`config.mk`:
```
export PLATFORM = sky130hd
export DESIGN_NAME = id_stage
export DESIGN_NICKNAME = d
export VERILOG_FILES = /design/src/rtl/rv_pkg.sv /design/src/rtl/reg_file.sv /design/src/rtl/id_stage.sv
export SDC_FILE = /design/constraint.sdc
export NUM_CORES = 2
export LEC_CHECK = 0
export CAP_MARGIN = 40
export CORE_MARGIN = 2
export CORE_UTILIZATION = 56
export DETAILED_ROUTE_END_ITERATION = 8
export HOLD_SLACK_MARGIN = 0.08
export PLACE_DENSITY = 0.78
export SYNTH_ARGS = -nofsm -noshare
export SYNTH_HDL_FRONTEND = slang
export SYNTH_SLANG_ARGS = --single-unit
```
`constraint.sdc`:
```
create_clock -name clk -period 2.9 [get_ports clk]
set_input_delay 0.29 -clock clk [delete_from_list [all_inputs] [get_ports clk]]
set_output_delay 0.29 -clock clk [all_outputs]
set_load 0.01 [all_outputs]
```
`src/rtl/rv_pkg.sv`:
```
// rv_pkg: RV32I encodings, ALU operation codes and write-back selects shared by the decode stage
package rv_pkg;
   localparam logic [6:0] OPC_OP    = 7'b0110011;
   localparam logic [6:0] OPC_OPIMM = 7'b0010011;
   localparam logic [6:0] OPC_LOAD  = 7'b0000011;
   localparam logic [6:0] OPC_STORE = 7'b0100011;
   localparam logic [6:0] OPC_LUI   = 7'b0110111;

   localparam logic [2:0] F3_ADD  = 3'b000;
   localparam logic [2:0] F3_SLL  = 3'b001;
   localparam logic [2:0] F3_SLT  = 3'b010;
   localparam logic [2:0] F3_SLTU = 3'b011;
   localparam logic [2:0] F3_XOR  = 3'b100;
   localparam logic [2:0] F3_SR   = 3'b101;
   localparam logic [2:0] F3_OR   = 3'b110;
   localparam logic [2:0] F3_AND  = 3'b111;
   localparam logic [2:0] F3_W    = 3'b010;

   localparam logic [6:0] F7_BASE = 7'b0000000;
   localparam logic [6:0] F7_ALT  = 7'b0100000;

   localparam logic WB_SEL_ALU = 1'b0;
   localparam logic WB_SEL_MEM = 1'b1;

   typedef enum logic [3:0] {
      ALU_ADD  = 4'd0,
      ALU_SUB  = 4'd1,
      ALU_AND  = 4'd2,
      ALU_OR   = 4'd3,
      ALU_XOR  = 4'd4,
      ALU_SLL  = 4'd5,
      ALU_SRL  = 4'd6,
      ALU_SRA  = 4'd7,
      ALU_SLT  = 4'd8,
      ALU_SLTU = 4'd9
   } alu_op_e;

   // alt selects SUB/SRA over ADD/SRL; ignored for every other funct3
   function automatic alu_op_e alu_op(input logic [2:0] f3, input logic alt);
      alu_op_e op;
      case (f3)
         F3_ADD:  op = alt ? ALU_SUB : ALU_ADD;
         F3_SLL:  op = ALU_SLL;
         F3_SLT:  op = ALU_SLT;
         F3_SLTU: op = ALU_SLTU;
         F3_XOR:  op = ALU_XOR;
         F3_SR:   op = alt ? ALU_SRA : ALU_SRL;
         F3_OR:   op = ALU_OR;
         default: op = ALU_AND;
      endcase
      return op;
   endfunction
endpackage

```
`src/rtl/reg_file.sv`:
```
// reg_file: 32-entry register file, two read ports with write-through bypass, x0 hardwired to zero
module reg_file #(
   parameter int W = 32
) (
   input  logic         clk,
   input  logic         reset,
   input  logic [4:0]   ra1_i,
   input  logic [4:0]   ra2_i,
   output logic [W-1:0] rd1_o,
   output logic [W-1:0] rd2_o,
   input  logic         wen_i,
   input  logic [4:0]   wa_i,
   input  logic [W-1:0] wd_i
);
   logic [W-1:0] regs_q [32];
   logic         wr;

   assign wr = wen_i && wa_i != 5'd0;

   // clear everything on reset, otherwise commit non-x0 writes
   always_ff @(posedge clk) begin
      if (reset) begin
         for (int i = 0; i < 32; i++) regs_q[i] <= '0;
      end else if (wr) begin
         regs_q[wa_i] <= wd_i;
      end
   end

   assign rd1_o = ra1_i == 5'd0 ? '0 : (wr && wa_i == ra1_i) ? wd_i : regs_q[ra1_i];
   assign rd2_o = ra2_i == 5'd0 ? '0 : (wr && wa_i == ra2_i) ? wd_i : regs_q[ra2_i];
endmodule

```
`src/rtl/id_stage.sv`:
```
// id_stage: IF/ID latch, register file, RV32I decoder and load-use stall for the 5-stage pipeline
module id_stage
   import rv_pkg::*;
#(
   parameter int          XLEN     = 32,
   parameter logic [31:0] RESET_PC = 32'h0000_0000
) (
   input  logic            clk,
   input  logic            reset,
   input  logic            if_valid,
   input  logic [31:0]     if_instr,
   input  logic [31:0]     if_pc,
   input  logic            flush,
   input  logic            wb_wen,
   input  logic [4:0]      wb_rd,
   input  logic [XLEN-1:0] wb_data,
   input  logic [4:0]      ex_rd,
   input  logic            ex_wb_sel,
   output logic            stall_out,
   output logic [XLEN-1:0] data_1,
   output logic [XLEN-1:0] data_2,
   output logic [4:0]      Rd,
   output logic [3:0]      ALU_ctrl,
   output logic            ALU_src,
   output logic [XLEN-1:0] imm,
   output logic            MEM_wen,
   output logic            WB_sel,
   output logic [31:0]     PC,
   output logic            illegal
);
   logic        valid_q;
   logic [31:0] instr_q, pc_q;
   logic [6:0]  opc, f7;
   logic [2:0]  f3;
   logic [4:0]  rs1, rs2, rd;
   logic [XLEN-1:0] rf1, rf2, imm_d;
   logic        legal, src_d, men_d, wbs_d, has_rd, use1, use2, is_lui, bubble;
   alu_op_e     alu_d;

   assign opc = instr_q[6:0];
   assign rd  = instr_q[11:7];
   assign f3  = instr_q[14:12];
   assign rs1 = instr_q[19:15];
   assign rs2 = instr_q[24:20];
   assign f7  = instr_q[31:25];

   // IF/ID latch: reset > flush > stall > load
   always_ff @(posedge clk) begin
      if (reset) begin
         valid_q <= 1'b0;
         instr_q <= '0;
         pc_q    <= RESET_PC;
      end else if (flush) begin
         valid_q <= 1'b0;
      end else if (!stall_out) begin
         valid_q <= if_valid;
         instr_q <= if_instr;
         pc_q    <= if_pc;
      end
   end

   reg_file #(.W(XLEN)) u_rf (
      .clk   (clk),
      .reset (reset),
      .ra1_i (rs1),
      .ra2_i (rs2),
      .rd1_o (rf1),
      .rd2_o (rf2),
      .wen_i (wb_wen),
      .wa_i  (wb_rd),
      .wd_i  (wb_data)
   );

   // decode the latched instruction into legality, controls, immediate and source usage
   always_comb begin
      legal  = 1'b0;
      alu_d  = ALU_ADD;
      src_d  = 1'b0;
      men_d  = 1'b0;
      wbs_d  = WB_SEL_ALU;
      has_rd = 1'b0;
      use1   = 1'b0;
      use2   = 1'b0;
      is_lui = 1'b0;
      imm_d  = '0;
      case (opc)
         OPC_OP: begin
            legal  = f7 == F7_BASE || (f7 == F7_ALT && (f3 == F3_ADD || f3 == F3_SR));
            alu_d  = alu_op(f3, f7 == F7_ALT);
            has_rd = 1'b1;
            use1   = 1'b1;
            use2   = 1'b1;
         end
         OPC_OPIMM: begin
            legal  = f3 == F3_SLL ? f7 == F7_BASE : f3 == F3_SR ? (f7 == F7_BASE || f7 == F7_ALT) : 1'b1;
            alu_d  = alu_op(f3, f3 == F3_SR && f7 == F7_ALT);
            imm_d  = {{20{instr_q[31]}}, instr_q[31:20]};
            src_d  = 1'b1;
            has_rd = 1'b1;
            use1   = 1'b1;
         end
         OPC_LOAD: begin
            legal  = f3 == F3_W;
            imm_d  = {{20{instr_q[31]}}, instr_q[31:20]};
            src_d  = 1'b1;
            wbs_d  = WB_SEL_MEM;
            has_rd = 1'b1;
            use1   = 1'b1;
         end
         OPC_STORE: begin
            legal = f3 == F3_W;
            imm_d = {{20{instr_q[31]}}, instr_q[31:25], instr_q[11:7]};
            src_d = 1'b1;
            men_d = 1'b1;
            use1  = 1'b1;
            use2  = 1'b1;
         end
         OPC_LUI: begin
            legal  = 1'b1;
            imm_d  = {instr_q[31:12], 12'h000};
            src_d  = 1'b1;
            has_rd = 1'b1;
            is_lui = 1'b1;
         end
         default: ;
      endcase
   end

   assign stall_out = valid_q && legal && ex_wb_sel && ex_rd != 5'd0 &&
                      ((use1 && ex_rd == rs1) || (use2 && ex_rd == rs2));
   assign illegal   = valid_q && !legal;
   assign bubble    = !valid_q || !legal || stall_out;

   assign data_1   = bubble || is_lui ? '0 : rf1;
   assign data_2   = bubble ? '0 : rf2;
   assign Rd       = bubble || !has_rd ? 5'd0 : rd;
   assign ALU_ctrl = bubble ? 4'd0 : alu_d;
   assign ALU_src  = !bubble && src_d;
   assign imm      = bubble ? '0 : imm_d;
   assign MEM_wen  = !bubble && men_d;
   assign WB_sel   = !bubble && wbs_d;
   assign PC       = pc_q;
endmodule

```
==> impl_metrics.yaml <==
run_status:
  status: "finished, violations left"
  violations: "negative setup slack"
drt:
  firstDrtPassIters: 8
  vias_per_cell: 7.040
  drtIter0Drc: 7465
  drc: 0
  wl_mm: 200.3
  num_vias: 40678
  drtAntennaViolNets: 0
  wl_per_cell_um: 34.67
cells_and_area:
  areaGrowthSynthToFinish_pct: 19.90
  seqCellArea_mm2: 0.03228
  fillCellCount: 6758
  final_nets: 4410
  final_cell_mix: "edfxtp_1, and2_1, mux4_2"
  post-route-util_pct: 67.47
  layout.cells.non_filler: 5778
  drive_above_1_share_pct: 34.37
  layout_commonest_cell: "edfxtp_1"
  multi_input_comb_area_mm2: 0.02490
synthesis:
  synth_largest_area_cell: "edfxtp_1"
  ys_seq_area_share_pct: 55.61
  synth.distinct_cells: 61
  synthTopCellsByArea: "edfxtp_1, mux4_2, and2_1"
  postSynth.asyncResetShare_pct: 0
  yosys_warnings: 0
  synth_edf_count: 1024
  yosysTopAreaCellShare_pct: 53.02
  syn_avg_cell_area_um2: 14.84
  syn-instance-count: 3908
  synth_ff_type: "edfxtp_1"
  ys_ff_latch: 1099
  synth_area_mm2: 0.05799
setup_path:
  endpoint_kind: "output pin"
  worstSetupPathType: "flop to output pin"
  critPathArrivalTime_ns: 3.38
  crit_path_max_fanout: 15
  crit_path_start_kind: "flop"
  required_ns: 2.61
sta:
  drv_slew: 0
  skew_ns: 0.005952
  finalHoldWorstSlack_ns: 0.1354
  hold_viol_final: 0
  fin_crit_ns: 3.666
  clock.fmax_ghz: 0.2728
  tns_ns: -71.43
  maxSlewHeadroom_pct: 40.57
  tightest_slew_ns: 0.8914
  finalSetupViolCount: 160
  rsz0062_at_grt: "yes"
  timing.final.ws_setup_ns: -0.7662
  min_period_over_period_pct: 126.4
die:
  row_count: 118
  die_area_mm2: 0.1061
  die_w_um: 325.8
  pin_count: 254
  core_area_mm2: 0.1031
  start_util_pct: 56.27
  fp.dieH_um: 325.8
placed_design:
  dp_hpwl_mm: 125.2
  place.gp.congestion: 0.9025
  port_buffers: 253
  dp.cells: 5532
power_and_ir_drop:
  p_leak_nw: 23.96
  ir_drop_v: 0.0004453
  powerDensity_mw_per_mm2: 554.6
  total_power_mw: 38.57
global_routing:
  antenna_found_initial: 22
  grt_pass1_vias: 40563
  grt_pass1_wl_mm: 283.2
  grt_use_total_pct: 37.42
  gr-total-overflow: 0
  grt_max_degree: 63
run:
  maxCapViolCount: 0
worst_hold_path:
  worst_hold_path_type: "primary input to flop"
clocking:
  clkSinkCount: 1099
  cts_buffers: 113
  clkTransAtPathRegs_ns: 0.06
  clk_path_buf_depth: 3
  root_buffer: "clkbuf_16"
  cts-htree-levels: 3
  tritoncts: "built"
  clk-insertion-delay-late_ns: 0.70
## cell families (layout without fill, tap and decap cells)
logic type	Yosys count	count (layout)	synth area share, %
compound gates	373	373	4.086
buf+inv	432	883	3.025
mux	577	577	22.39
xor+xnor	22	22	0.3323
other cells	1	39	0.006466
simple gates	1404	1405	14.55
flops	1099	1099	55.61
## flip-flops by register name (all words and copies together), names as in the netlist, named ones only
| name | flops |
|---|---|
| PC | 32 |
| instr_q | 32 |
| u_rf.regs_q | 1024 |
| valid_q | 1 |
## metrics by stage
stage                     setup WS [ns]  cell area, µm²
after floorplan                 0.04988           58110
after global placement          -0.5332           65240
after detailed placement        -0.6025           65270
after CTS                       -0.7706           68940
after global routing            -0.8429           69520
final                           -0.7662           69530
## worst max-delay path: stages (launching register included)
cell,delay (ns)
dfxtp_1,0.31
or4_4,0.53
o41a_1,0.37
o32a_1,0.36
a2bb2oi_4,0.17
buf_6,0.13
o221ai_4,0.12
buf_12,0.19
nor3_2,0.21
clkdlybuf4s15_2,0.24
## synth_stat cells (16+ instances only)
master and n:
a22oi_1 128, and2_1 995, or3b_2 67, a21oi_1 102, nor2_1 108, mux4_2 576
xor2_1 17, or2_2 32, edfxtp_1 1024, a211oi_1 32, o21ai_1 16, nand2_1 77
clkbuf_1 338, dfxtp_1 75, o22ai_1 32, nor3_1 71, o21ai_0 52, buf_1 60
## metal layers
metal	global-route usage, %	vias up	wire length, µm
met2	56.08	3739	90420
li1	-	15818	-
met1	48.64	20217	64640
met4	22.75	10	14760
met3	11.13	894	30420
met5	0	-	80
## final timing paths
check | from | endpoint | slack [ns] | cells after the start
max | instr_q[31]$_SDFFE_PP0N_ | data_1[17] | -0.77 | 9
min | flush | valid_q$_SDFFE_PP0N_ | 0.14 | 2
max reg2reg | instr_q[31]$_SDFFE_PP0N_ | PC[17]$_SDFFE_PP0N_ | -0.20 | 13
min reg2reg | PC[29]$_SDFFE_PP0N_ | PC[29]$_SDFFE_PP0N_ | 0.48 | 2
## power by group
part,switching (mW),internal (mW),total (mW)
combinational,2.68,2.35,5.03
clock,6.33,8.53,14.9
sequential,0.490,18.2,18.7
total,9.50,29.1,38.6
## repair_timing
| action | CTS | global route |
|---|---|---|
| endpoints found under the hold margin | 19 | 0 |
| hold buffers | 1 | 0 |
| gates cloned | 3 | 13 |
| pin swaps | 9 | 29 |
| setup endpoints to repair | 157 | 183 |
| resized for setup | 514 | 75 |
| buffers inserted | 9 | 8 |
## cell type report
| class | instances | share of cell area [%] |
|---|---|---|
| clock buffer | 135 | 4.337 |
| tap | 1380 | 2.483 |
| clock inverter | 73 | 1.017 |
| antenna | 7 | 0.02519 |
| timing repair buffer | 672 | 9.890 |
| sequential | 1099 | 46.42 |
| inverter | 3 | 0.01619 |
| multi-input combinational | 2409 | 35.81 |
No activity file was read; power rests on OpenSTA's default activity.
